**src/rtl/nios_fprint_oci_dct_monitor.sv**
```systemverilog
// DCT trace monitor for the OCI debug path.
// Watches dct_count for changes, queues {dct_count, dct_buffer} words in a
// first-word-fall-through FIFO drained over valid/ready, and on test end
// walks CAPTURE -> FLUSH -> DONE while keeping drop/discard statistics.
module nios_fprint_oci_dct_monitor #(
  parameter int DATA_W  = 30,
  parameter int COUNT_W = 4,
  parameter int DEPTH   = 16,
  parameter int ADDR_W  = 4,
  parameter int OVF_W   = 16
) (
  input  logic                       clk,
  input  logic                       reset,
  input  logic [DATA_W-1:0]          dct_buffer,
  input  logic [COUNT_W-1:0]         dct_count,
  input  logic                       test_ending,
  input  logic                       test_has_ended,
  output logic [COUNT_W+DATA_W-1:0]  out_data,
  output logic                       out_valid,
  input  logic                       out_ready,
  output logic [ADDR_W:0]            fifo_level,
  output logic [OVF_W-1:0]           overflow_cnt,
  output logic                       discarded,
  output logic                       done
);

  localparam logic [ADDR_W:0]   LVL_FULL = (ADDR_W+1)'(DEPTH);
  localparam logic [ADDR_W:0]   LVL_ONE  = (ADDR_W+1)'(1);
  localparam logic [ADDR_W-1:0] PTR_ONE  = ADDR_W'(1);
  localparam logic [OVF_W-1:0]  OVF_ONE  = OVF_W'(1);
  localparam logic [OVF_W-1:0]  OVF_MAX  = '1;

  typedef enum logic [1:0] {
    ST_CAPTURE,
    ST_FLUSH,
    ST_DONE
  } state_t;

  // One FIFO slot; the packed layout matches out_data = {count, buffer}.
  typedef struct packed {
    logic [COUNT_W-1:0] cnt;
    logic [DATA_W-1:0]  data;
  } entry_t;

  state_t             state;
  logic [COUNT_W-1:0] dct_count_q;
  entry_t             mem [DEPTH];
  logic [ADDR_W-1:0]  wr_ptr;
  logic [ADDR_W-1:0]  rd_ptr;

  logic full;
  logic pop;
  logic cap_evt;
  logic push;
  logic drop;
  logic abort;
  logic abort_lost;
  logic flush_end;

  // Abort wins over everything, including a capture in the same cycle.
  assign abort      = test_has_ended;
  assign full       = (fifo_level == LVL_FULL);
  assign out_valid  = (fifo_level != '0) && (state != ST_DONE);
  assign pop        = out_valid && out_ready;
  assign cap_evt    = (state == ST_CAPTURE) && (dct_count != dct_count_q);
  // A full FIFO still takes the word when the head leaves in the same cycle.
  assign push       = cap_evt && (!full || pop) && !abort;
  assign drop       = cap_evt && full && !pop && !abort;
  // Last word leaving (or nothing left) ends the flush.
  assign flush_end  = (fifo_level == '0) || ((fifo_level == LVL_ONE) && pop);
  // Entries are lost on abort unless the only one left is being popped now.
  assign abort_lost = (fifo_level != '0) && !((fifo_level == LVL_ONE) && pop);
  // FWFT head; forced to zero when nothing is valid so reset shows a clean bus.
  assign out_data   = out_valid ? mem[rd_ptr] : '0;

  // Previous dct_count, tracked in every state for change detection.
  always_ff @(posedge clk) begin
    if (reset) dct_count_q <= '0;
    else       dct_count_q <= dct_count;
  end

  // FIFO storage; contents are don't-care until the level says otherwise.
  always_ff @(posedge clk) begin
    if (push) mem[wr_ptr] <= '{cnt: dct_count, data: dct_buffer};
  end

  // Pointers and exact occupancy; abort empties the FIFO in one step.
  always_ff @(posedge clk) begin
    if (reset || abort) begin
      wr_ptr     <= '0;
      rd_ptr     <= '0;
      fifo_level <= '0;
    end else begin
      if (push) wr_ptr <= wr_ptr + PTR_ONE;
      if (pop)  rd_ptr <= rd_ptr + PTR_ONE;
      case ({push, pop})
        2'b10:   fifo_level <= fifo_level + LVL_ONE;
        2'b01:   fifo_level <= fifo_level - LVL_ONE;
        default: fifo_level <= fifo_level;
      endcase
    end
  end

  // Saturating count of captures dropped because the FIFO was full.
  always_ff @(posedge clk) begin
    if (reset)                               overflow_cnt <= '0;
    else if (drop && overflow_cnt != OVF_MAX) overflow_cnt <= overflow_cnt + OVF_ONE;
  end

  // Test-end sequencing with registered done/discarded flags.
  always_ff @(posedge clk) begin
    if (reset) begin
      state     <= ST_CAPTURE;
      done      <= 1'b0;
      discarded <= 1'b0;
    end else if (abort) begin
      state <= ST_DONE;
      done  <= 1'b1;
      if (abort_lost) discarded <= 1'b1;
    end else begin
      case (state)
        ST_CAPTURE: if (test_ending) state <= ST_FLUSH;
        ST_FLUSH: begin
          if (flush_end) begin
            state <= ST_DONE;
            done  <= 1'b1;
          end
        end
        default: state <= ST_DONE;
      endcase
    end
  end

endmodule

```
**config.mk**
```make
export PLATFORM = sky130hd
export DESIGN_NAME = nios_fprint_oci_dct_monitor
export DESIGN_NICKNAME = d
export VERILOG_FILES = /design/src/rtl/nios_fprint_oci_dct_monitor.sv
export SDC_FILE = /design/constraint.sdc
export NUM_CORES = 1
export LEC_CHECK = 0
export CELL_PAD_IN_SITES_DETAIL_PLACEMENT = 1
export CELL_PAD_IN_SITES_GLOBAL_PLACEMENT = 2
export CORE_ASPECT_RATIO = 0.7
export CORE_MARGIN = 3
export CORE_UTILIZATION = 25
export CTS_BUF_LIST = sky130_fd_sc_hd__clkbuf_2 sky130_fd_sc_hd__clkbuf_4 sky130_fd_sc_hd__clkbuf_8
export DETAILED_ROUTE_END_ITERATION = 8
export MAX_ROUTING_LAYER = met4
export PLACE_DENSITY = 0.47
export RECOVER_POWER = 50
export SETUP_SLACK_MARGIN = 0.5
export SLEW_MARGIN = 20
export SYNTH_ARGS = -nofsm -noshare
export SYNTH_HDL_FRONTEND = slang
export SYNTH_SLANG_ARGS = --single-unit
```
**constraint.sdc**
```tcl
create_clock -name clk -period 6.8 [get_ports clk]
set_input_delay 1.02 -clock clk [delete_from_list [all_inputs] [get_ports clk]]
set_output_delay 1.02 -clock clk [all_outputs]
set_load 0.005 [all_outputs]
```
==> results of run 1 <==
## through the flow
stage / hold WS, ns / worst slack (ns) / power [W]
6_report: 0.4792 / 1.877 / 0.007294
4_1_cts: 0.4853 / 1.666 / 0.007442
2_1_floorplan: 0.4604 / 2.105 / 0.004159
3_3_place_gp: 0.4512 / 1.881 / 0.004323
3_5_place_dp: 0.4624 / 1.846 / 0.004326
5_1_grt: 0.5133 / 1.535 / 0.007608
## per-layer routing
| layer | track usage | routed length [um] |
|---|---|---|
| met1 | 0.1811 | 28590 |
| met2 | 0.1817 | 25420 |
| met3 | 0.03157 | 2656 |
| met4 | 0.03152 | 1056 |
| met5 | - | 0 |
## power by group through the flow
stage	clock network (W)	logic (W)	registers [W]
after floorplan	0	0.000119	0.00404
after global placement	0	0.000280	0.00404
after detailed placement	0	0.000282	0.00404
after CTS	0.00319	0.000284	0.00397
after global routing	0.00335	0.000293	0.00397
final	0.00306	0.000264	0.00397
## critical path: stages (launching register included)
cell	delay, ns
dfxtp_4	0.82
buf_12	0.48
mux4_2	0.66
mux4_2	0.53
nor2b_1	0.15
clkdlybuf4s50_1	0.48
## registers in the layout (all words and copies together) (netlist names), 2 cells and up, named ones only
signal and count:
state 2, fifo_level 5, wr_ptr 4, mem 544, overflow_cnt 16, dct_count_q 4, rd_ptr 4
## worst max path at each step
stage                       from                    to  slack (ns)  cells after the start
detailed placement  dct_count[1]  mem[6][16]$_DFFE_PP_        1.85                      7
global placement    dct_count[1]  mem[6][15]$_DFFE_PP_        1.88                      7
finish                 flip-flop          out_data[25]        1.88                      5
floorplan           dct_count[0]   mem[0][0]$_DFFE_PP_        2.10                      5
global route           flip-flop          out_data[21]        1.53                      5
CTS                    flip-flop          out_data[32]        1.67                      5
## final cells by class
| cell class | instances | area [um^2] | share of cell area |
|---|---|---|---|
| Clock inverter | 36 | 260.3 | 0.009598 |
| Multi-Input combinational cell | 386 | 5313 | 0.1959 |
| Sequential cell | 585 | 17170 | 0.6332 |
| Clock buffer | 132 | 1623 | 0.05985 |
| Inverter | 10 | 37.54 | 0.001384 |
| Timing Repair Buffer | 125 | 1200 | 0.04425 |
| Tap cell | 1209 | 1513 | 0.05579 |
## cell usage in the layout, fill, tap and decap left out, types with 26 or more instances in the layout
master | netlist | routed
buf_4 | 0 | 26
edfxtp_1 | 544 | 544
nor2b_1 | 40 | 40
dlygate4sd3_1 | 0 | 59
nor2_1 | 42 | 30
clkdlybuf4s50_1 | 0 | 37
mux4_2 | 170 | 170
clkbuf_8 | 0 | 101
clkbuf_4 | 0 | 31
dfxtp_1 | 41 | 37
## kinds of logic (layout without fill, tap and decap cells)
| group | after synthesis | count (layout) |
|---|---|---|
| AO/OA/AOI/OAI | 35 | 35 |
| XOR/XNOR | 17 | 17 |
| adder cells (fa/ha/maj) | 11 | 11 |
| buffers and inverters | 61 | 303 |
| flip-flops | 585 | 585 |
| multiplexers | 175 | 175 |
| AND/OR/NAND/NOR | 148 | 148 |
==> results.txt, run 1 <==
top cells by area, synth: edfxtp_1 72%, mux4_2 17%, dfxtp_1 3.6%
final hold violations: 0
Cell Count, Final, Fillers Out: 2,483
sequential fraction of the synthesis area: 0.7567
routed vias: 10.78k
WHS Endpoint: done$_SDFFE_PP0P_
hold path start: done$_SDFFE_PP0P_
outcome: finished, final reports clean
area delta synth->final: 19.60%
CTS Root Cell: clkbuf_8
clock skew: 0.03668 ns
Critical Path End Type: output pin
sequential fraction of design power: 0.544
Finished Cell Area: 27,110 um^2
max_slew headroom: 0.09366
pwr dens: 269.0 nW/um^2
worst-path fanout max: 61
ant diodes: 0
Die Y: 258.0 um
IO buf count: 96
CP required: 5.78 ns
Final #Nets: 1,254
post-synthesis async set-or-reset flop share: 0
CTS Buf Count: 96
Synth top cells by count: 544 x edfxtp_1, 170 x mux4_2, 42 x nor2_1
initial cell density of the core: 0.2550
R2R Path End: mem[6][9]$_DFFE_PP_
Die W: 365.9 um
count leader, synth: edfxtp_1
Crit path arrival time: 3.90 ns
Reg2Reg Depth: 8
adder and majority gate portion of the synthesized area: 0.006071
routed len/inst: 23.25 um
hold path depth: 2
largest family of logic cells by synthesized area: multiplexers
FMAX: 203.1 MHz
CTS Buffer Depth: 3
die area: 94,390 um^2
crit share post-route: 0.7239
gr ovfl total: 0
number of cell rows: 91
dpl cell area: 25,270 um^2
Peak VDD IR: 0.0001220 V
pin count of the biggest net entering global routing: 83
Reg2Reg Setup Slack: 3.38 ns
Synth Net Count: 1,082
ys flop type: edfxtp_1
Worst-path clk slew: 0.06 ns
Crit Path Class: flip-flop to output pin
GP Congestion: 0.6887
placed cells: 2,315
number of global-route vias before repair: 11.73k
Switch Pwr: 0.001572 W
final-layout fill cell count: 8,964
post-synthesis cell area: 22,670 um^2
total track usage: 0.1272
Via density: 4.340
CTS tree: built
Post-DP HPWL: 35.39 mm
TNS Setup: 0 ns
max_cap viols: 0
Ports: 97
syn avg cell area: 21.97 um^2
initial antenna violation count: 6
Post-Route Utilization: 0.3049
startpoint class of the critical path: flip-flop
post-CTS resize count: 0
Final min period: 4.923 ns
Post-Synth Simple-Gate Area: 0.03703
Synth area leader: edfxtp_1
# hold bufs at CTS: 0
Sw Ratio: 0.2155
cells after synthesis: 1,032
yosys warns: 0
FF+latch count, synth: 585
Hold/Removal Path Class: flip-flop to flip-flop
unrepaired setup endpoints after global routing: no
share of the synthesized area in the top cell type: 0.7205
H-tree depth: 3
first-pass GRT wire length: 84.82 mm
Yosys cell types: 42
ANT nets after route: 0
number of flops mapped to enable cells by yosys: 544
final slew viol count: 0
Clk Latency, worst-skew pair: 0.70 ns
worst-margin pin slew: 1.360 ns
worst r2r src: fifo_level[0]$_SDFFE_PP0P_
share of total power in combinational logic: 0.036
Final Setup Violations: 0
Post-CTS Setup Inserts: 0
Post-Route WL: 57.72 mm
DRT iter0 DRCs: 868
layout cell share with drive strength beyond 1: 0.2928
XOR/XNOR Fraction of Synth Area: 0.006567
Int Pwr: 0.005722 W
drc violations: 0
post-synthesis compound-gate area fraction: 0.009879
core area: 88,920 um^2
1st-pass router iterations: 5
CTS sink count: 585
Clk pwr share: 0.420
Lkg Pwr: 8.115 nW
multiplexer share of the synthesized area: 0.1711
(Power assumes the default switching activity.)
==> run 2, diff against run 1 <==
==> constraint.sdc (replaced) <==
create_clock -name clk -period 5.07 [get_ports clk]
set_input_delay 0.7605 -clock clk [delete_from_list [all_inputs] [get_ports clk]]
set_output_delay 0.7605 -clock clk [all_outputs]
set_load 0.005 [all_outputs]
==> run 2 against run 1 <==
Die area is the same. Non-clock buffer count grew 8. Via count grew 1.4%. Wire length grew 1.0%. Highest routed layer unchanged.
==> results.txt, run 2 (synthesized netlist as in run 1, its figures left out) <==
outcome: finished, final reports clean
CTS tree: built
Via density: 4.389
worst r2r src: fifo_level[0]$_SDFFE_PP0P_
R2R Path End: mem[14][8]$_DFFE_PP_
Die W: 365.9 um
Crit path arrival time: 3.46 ns
crit share post-route: 0.8333
GP Congestion: 0.6943
Reg2Reg Setup Slack: 1.97 ns
pwr dens: 351.5 nW/um^2
Lkg Pwr: 8.122 nW
# hold bufs at CTS: 0
Die Y: 258.0 um
CP required: 4.31 ns
DP Worst Slack: 0.6719 ns
Final Setup Violations: 0
CTS Root Cell: clkbuf_8
Final min period: 4.225 ns
CP Depth: 7
commonest cells after routing, fill and taps aside: 544 x edfxtp_1, 170 x mux4_2, 98 x clkbuf_8, 57 x dlygate4sd3_1, 40 x nor2b_1
die area: 94,390 um^2
TNS Setup: 0 ns
Setup WS post-layout: 0.8454 ns
Design Power: 0.009562 W
largest register by flop count: mem
Cell Count, Final, Fillers Out: 2,490
post-CTS resize count: 0
hold path start: done$_SDFFE_PP0P_
WHS Endpoint: done$_SDFFE_PP0P_
critical path, cell by cell: inv_1 > ha_1 > or4b_1 > nand2_2 > buf_4 > nor2b_1 > clkdlybuf4s50_1
gr ovfl total: 0
worst-margin pin slew: 0.9705 ns
routed len/inst: 23.42 um
worst-path fanout max: 17
Critical Path End Type: output pin
DRT iter0 DRCs: 876
dpl cell area: 25,490 um^2
Hold/Removal Path Class: flip-flop to flip-flop
clock skew: 0.02629 ns
final hold violations: 0
CP max stage cell: clkdlybuf4s50_1
Finished Cell Area: 27,200 um^2
max_cap viols: 0
CTS Buf Count: 95
Largest register FFs: 544
1st-pass router iterations: 4
first-pass GRT wire length: 85.63 mm
hold path depth: 2
IO buf count: 96
area delta synth->final: 19.98%
CP peak stage delay: 0.51 ns
final slew viol count: 0
max_slew headroom: 0.3530
pin count of the biggest net entering global routing: 49
Clk Latency, worst-skew pair: 0.69 ns
placed cells: 2,323
commonest non-fill, non-tap cell in the layout: edfxtp_1
Crit Path Class: flip-flop to output pin
core area: 88,920 um^2
initial cell density of the core: 0.2550
unrepaired setup endpoints after global routing: no
Ports: 97
CP bufs+invs: 3
H-tree depth: 3
number of cell rows: 91
CTS Buffer Depth: 3
Post-CTS Setup Inserts: 0
Reg2Reg Depth: 8
Post-Route WL: 58.30 mm
ANT nets after route: 0
Peak VDD IR: 0.0001485 V
number of global-route vias before repair: 11.83k
Post-DP HPWL: 34.43 mm
Worst-path clk slew: 0.07 ns
CP delay by family, top: simple AND/OR/NAND/NOR gates
initial antenna violation count: 2
total track usage: 0.1272
layout cell share with drive strength beyond 1: 0.2930
drc violations: 0
CTS sink count: 585
routed vias: 10.93k
FMAX: 236.7 MHz
Final #Nets: 1,261
startpoint class of the critical path: flip-flop
largest registers: mem (544), overflow_cnt (16), fifo_level (5)
==> run 2: how the worst max path moves through the flow <==
| stage | startpoint | to | slack, ns |
|---|---|---|---|
| floorplan | dct_count[0] | mem[0][0]$_DFFE_PP_ | 0.63 |
| detailed placement | dct_count[3] | mem[14][13]$_DFFE_PP_ | 0.67 |
| CTS | fifo_level[1]$_SDFFE_PP0P_ | out_data[2] | 0.51 |
| global route | fifo_level[1]$_SDFFE_PP0P_ | out_data[2] | 0.51 |
| finish | fifo_level[1]$_SDFFE_PP0P_ | out_data[2] | 0.85 |
| global placement | dct_count[0] | mem[14][11]$_DFFE_PP_ | 0.85 |
==> run 2: metal layers <==
layer,up-vias,share of wire,routed length (um),global-route usage
met5,-,0,0,-
met4,0,0.021,1238,0.03567
met3,100,0.037,2144,0.02498
met2,201,0.46,26610,0.1878
met1,5961,0.49,28320,0.1787
li1,4667,-,-,-
==> run 2: worst reg2reg max path, stage by stage, from the launching register on <==
cell and delay (ns):
dfxtp_1 0.48, inv_1 0.11, ha_1 0.28, nand4bb_4 0.14, a21oi_1 0.07, nor2_1 0.40
nand2_1 0.35, nor2_4 0.62, buf_4 0.36
==> run 2: per-stage QoR <==
step	hold WS, ns	utilization
after floorplan	0.4604	-
after global placement	0.4556	0.2866
after detailed placement	0.4714	0.2866
after CTS	0.4882	0.3063
after global routing	0.4987	0.3059
final	0.4767	0.3059
==> run 2: power by group <==
group / internal, W / total [W] / switching, W
combinational: 0.000151 / 0.000356 / 0.000205
clock: 0.00200 / 0.00389 / 0.00188
sequential: 0.00531 / 0.00532 / 0.0000126
==> run 2: area by class of cell <==
cell class	instances	area (um^2)
Antenna cell	1	2.502
Clock buffer	128	1574
Clock inverter	38	173.9
Fill cell	8952	61720
Inverter	10	37.54
Multi-Input combinational cell	386	5313
Sequential cell	585	17170
Tap cell	1209	1513
Timing Repair Buffer	133	1419
==> run 3, diff against run 2 <==
==> constraint.sdc (replaced) <==
create_clock -name clk -period 4 [get_ports clk]
set_input_delay 0.6 -clock clk [delete_from_list [all_inputs] [get_ports clk]]
set_output_delay 0.6 -clock clk [all_outputs]
set_load 0.005 [all_outputs]
==> run 3 against run 2 <==
Critical path depth rose by 3. Worst hold slack worse by 0.014 ns. Register-to-register slack got worse by 1.3 ns. Clock skew up 0.0071 ns. Via count is 4.8% higher. Clock power grew 34%. Critical path type unchanged. Largest power group unchanged.
==> results.txt, run 3 (synthesized netlist as in run 1, its figures left out) <==
Crit Path Class: flip-flop to output pin
gr ovfl total: 0
Die W: 365.9 um
max_cap viols: 0
ANT nets after route: 0
Post-DP HPWL: 31.68 mm
Setup WS post-layout: 0.4750 ns
Final #Nets: 1,363
number of global-route vias before repair: 12.42k
pwr dens: 433.8 nW/um^2
FMAX: 283.7 MHz
DP Worst Slack: 0.6673 ns
outcome: finished, final reports clean
largest register by flop count: mem
first-pass GRT wire length: 90.74 mm
GP Congestion: 0.6693
1st-pass router iterations: 4
H-tree depth: 3
CTS tree: built
unrepaired setup endpoints after global routing: yes
final-layout fill cell count: 8,892
commonest cells after routing, fill and taps aside: 544 x edfxtp_1, 170 x mux4_2, 98 x clkbuf_8, 55 x dlygate4sd3_1, 50 x buf_4
routed len/inst: 24.20 um
worst-path fanout max: 4
routed vias: 11.45k
area delta synth->final: 27.22%
IO buf count: 96
worst-margin pin slew: 1.074 ns
Hold/Removal Path Class: flip-flop to flip-flop
commonest non-fill, non-tap cell in the layout: edfxtp_1
largest registers: mem (544), overflow_cnt (16), fifo_level (5)
CP required: 3.40 ns
dpl cell area: 25,670 um^2
Largest register FFs: 544
total track usage: 0.1368
layout cell share with drive strength beyond 1: 0.3774
pin count of the biggest net entering global routing: 55
startpoint class of the critical path: flip-flop
final hold violations: 0
Finished Cell Area: 28,840 um^2
CTS Root Cell: clkbuf_8
Die Y: 258.0 um
clock skew: 0.03342 ns
Lkg Pwr: 9.023 nW
Worst-path clk slew: 0.06 ns
Peak VDD IR: 0.0002245 V
max_slew headroom: 0.2842
Crit path arrival time: 2.92 ns
Clk Latency, worst-skew pair: 0.72 ns
die area: 94,390 um^2
DRT iter0 DRCs: 821
Ports: 97
number of cell rows: 91
CTS Buffer Depth: 3
initial antenna violation count: 5
final slew viol count: 0
initial cell density of the core: 0.2550
crit share post-route: 0.8812
Final min period: 3.525 ns
core area: 88,920 um^2
Critical Path End Type: output pin
CTS sink count: 585
Post-Route WL: 62.82 mm
TNS Setup: 0 ns
Via density: 4.410
drc violations: 0
Final Setup Violations: 0
CTS Buf Count: 98
==> run 3: cell count changes in the layout (fill, tap and decap cells not counted), sizes merged, moves of 3 or more <==
cell | before | now
buf | 35 | 148
bufinv | 0 | 3
clkbuf | 130 | 145
clkdlybuf4s50 | 39 | 7
diode | 1 | 4
inv | 11 | 14
==> run 3: critical path: stages, from the launching register on <==
cell and delay, ns:
dfxtp_4 0.36, buf_12 0.14, buf_6 0.11, buf_12 0.11, buf_8 0.11, buf_12 0.12
buf_6 0.11, mux4_2 0.40, mux4_2 0.49, nor2b_4 0.14, buf_2 0.13
==> run 3: power by group <==
group / total [W] / internal, W / switching [W]
sequential: 0.00674 / 0.00672 / 0.0000152
clock: 0.00523 / 0.00276 / 0.00247
combinational: 0.000547 / 0.000263 / 0.000283
==> run 3: final timing paths <==
kind / slack (ns) / from / depth (start not counted) / to
worst max-delay path: 0.48 / flip-flop / 10 / out_data[5]
worst min-delay path: 0.46 / done$_SDFFE_PP0P_ / 2 / done$_SDFFE_PP0P_
worst max register to register: 0.69 / fifo_level[0]$_SDFFE_PP0P_ / 9 / mem[12][21]$_DFFE_PP_
worst min register to register: 0.46 / done$_SDFFE_PP0P_ / 2 / done$_SDFFE_PP0P_
==> run 3: through the flow <==
stage | total power, W | cells | hold slack, ns | utilization
floorplan | 0.007070 | 1032 | 0.4604 | -
global placement | 0.007345 | 2337 | 0.4563 | 0.2887
detailed placement | 0.007351 | 2337 | 0.4646 | 0.2887
CTS | 0.01274 | 2569 | 0.4287 | 0.3218
global route | 0.01304 | 2596 | 0.4824 | 0.3244
finish | 0.01251 | 2596 | 0.4629 | 0.3244
==> run 3: cell type report <==
| cell class | count | area (um^2) | share of cell area |
|---|---|---|---|
| Multi-Input combinational cell | 386 | 5469 | 0.1896 |
| Clock inverter | 42 | 292.8 | 0.01015 |
| Sequential cell | 585 | 17170 | 0.5953 |
| Inverter | 10 | 37.54 | 0.001301 |
| Timing Repair Buffer | 232 | 2778 | 0.09630 |
| Tap cell | 1209 | 1513 | 0.05245 |
| Clock buffer | 128 | 1574 | 0.05457 |
| Antenna cell | 4 | 10.01 | 0.0003470 |
==> run 3: timing repair <==
item,CTS,global route
setup endpoints to repair,35,33
buffers inserted,50,23
hold buffers,0,0
resized for setup,165,50
pin swaps,1,0
cloned,12,0
==> run 3: per-layer routing <==
layer | part of all wire | vias up | global-route usage
li1 | - | 4883 | -
met1 | 0.46 | 6240 | 0.1802
met2 | 0.48 | 239 | 0.2153
met3 | 0.038 | 87 | 0.03021
met4 | 0.016 | 0 | 0.03455
met5 | 0 | - | -
==> RTL edit: new RTL, settings of run 1 <==
Re-encode `state_t` (3 states) as one-hot, 3 bits wide.
--- a/src/rtl/nios_fprint_oci_dct_monitor.sv
+++ b/src/rtl/nios_fprint_oci_dct_monitor.sv
@@ -30,10 +30,10 @@
   localparam logic [OVF_W-1:0]  OVF_ONE  = OVF_W'(1);
   localparam logic [OVF_W-1:0]  OVF_MAX  = '1;
 
-  typedef enum logic [1:0] {
-    ST_CAPTURE,
-    ST_FLUSH,
-    ST_DONE
+  typedef enum logic [2:0] {
+    ST_CAPTURE = 3'b001,
+    ST_FLUSH   = 3'b010,
+    ST_DONE    = 3'b100
   } state_t;
 
   // One FIFO slot; the packed layout matches out_data = {count, buffer}.
Formal check against the unedited RTL: no difference found for any inputs over 4 cycles, from zero or initial values and one cycle with reset high; so few cycles prove little.
==> RTL edit against run 1 <==
Count of clock-buffer cells in the layout grew 3. Final area grew 0.37%. Routed wire length is 1.9% higher. Synthesized area barely moved. Total power decreased by 0.38%. Critical path depth unchanged. Setup slack worse by 0.13 ns. Sequential cell count rose by 1. Critical path type unchanged.
==> RTL edit: results (changes against run 1) <==
metric;value;unit;change
ir_drop;118;uV;-3.1%
cp_max_fo;34;;-44%
grt_max_degree;50;;-40%
avgSynthCellArea;21.9;um^2;-0.27%
switching_share;0.211;;-0.00423
antenna_cells;1;;+1
seqCellArea;0.0172;mm^2;+0.12%
grt_pass1_wl;86500;um;+1.9%
tritoncts.num_buffers;95;;-1.0%
nNetsFinal;1256;;+0.16%
maxSlewHeadroom;0.297;;+0.204
clkbuf_count;135;;+2.3%
synth-compound-area-share;0.0136;;+0.00376
drive_above_1_share;0.298;;+0.00566
wl_met1;29200;um;+2.2%
grt.met1_usage;0.183;;+0.00223
synth_xor_area_frac;0.00619;;-0.000382
synthAdderAreaFrac;0.00608;;about the same
status;finished clean;;
nNonClkBuffers;124;;-0.80%
synthMuxAreaShare;0.170;;-0.00125
vias;10800;;+0.50%
antenna_found_initial;2;;-4
ys_top_cells_by_area;edfxtp_1, mux4_2, dfxtp_1;;
synth.distinct_cells;47;;+12%
multi_input_area_share;0.196;;about the same
hp-start;discarded;;
synth_common_cells;edfxtp_1, mux4_2, dfxtp_1;;
drt-initial-drc-count;752;;-13%
place_congestion;0.688;;-0.10%
RTL edit: cell count changes in the layout (fill, tap and decap cells not counted), moves of 3 or more:
cell / delta
nand2_1: +5
clkbuf_4: +5
buf_4: -3
clkinv_2: +3
o21ai_0: +4
and2_1: +3
nor2_1: -6
nand3_1: -3
a211oi_1: +6
RTL edit: worst paths after layout:
kind	slack, ns	depth (start not counted)	to
setup / recovery	1.74	5	out_data[14]
hold / removal	0.46	2	discarded
setup reg to reg	2.96	6	mem[10][11]
hold reg to reg	0.46	2	discarded
RTL edit: worst max-delay path: stages (launching register included):
cell and delay, ns:
dfxtp_4 0.86, buf_4 0.62, mux4_2 0.59, mux4_2 0.56
nor2b_1 0.17, clkdlybuf4s50_1 0.47
RTL edit: metrics by stage:
step                      total power [W]  utilization  hold slack (ns)
after floorplan                   0.00412            -            0.460
after global placement            0.00426        0.285            0.463
after detailed placement          0.00426        0.285            0.466
after CTS                         0.00741        0.306            0.482
after global routing              0.00757        0.306            0.517
final                             0.00727        0.306            0.464
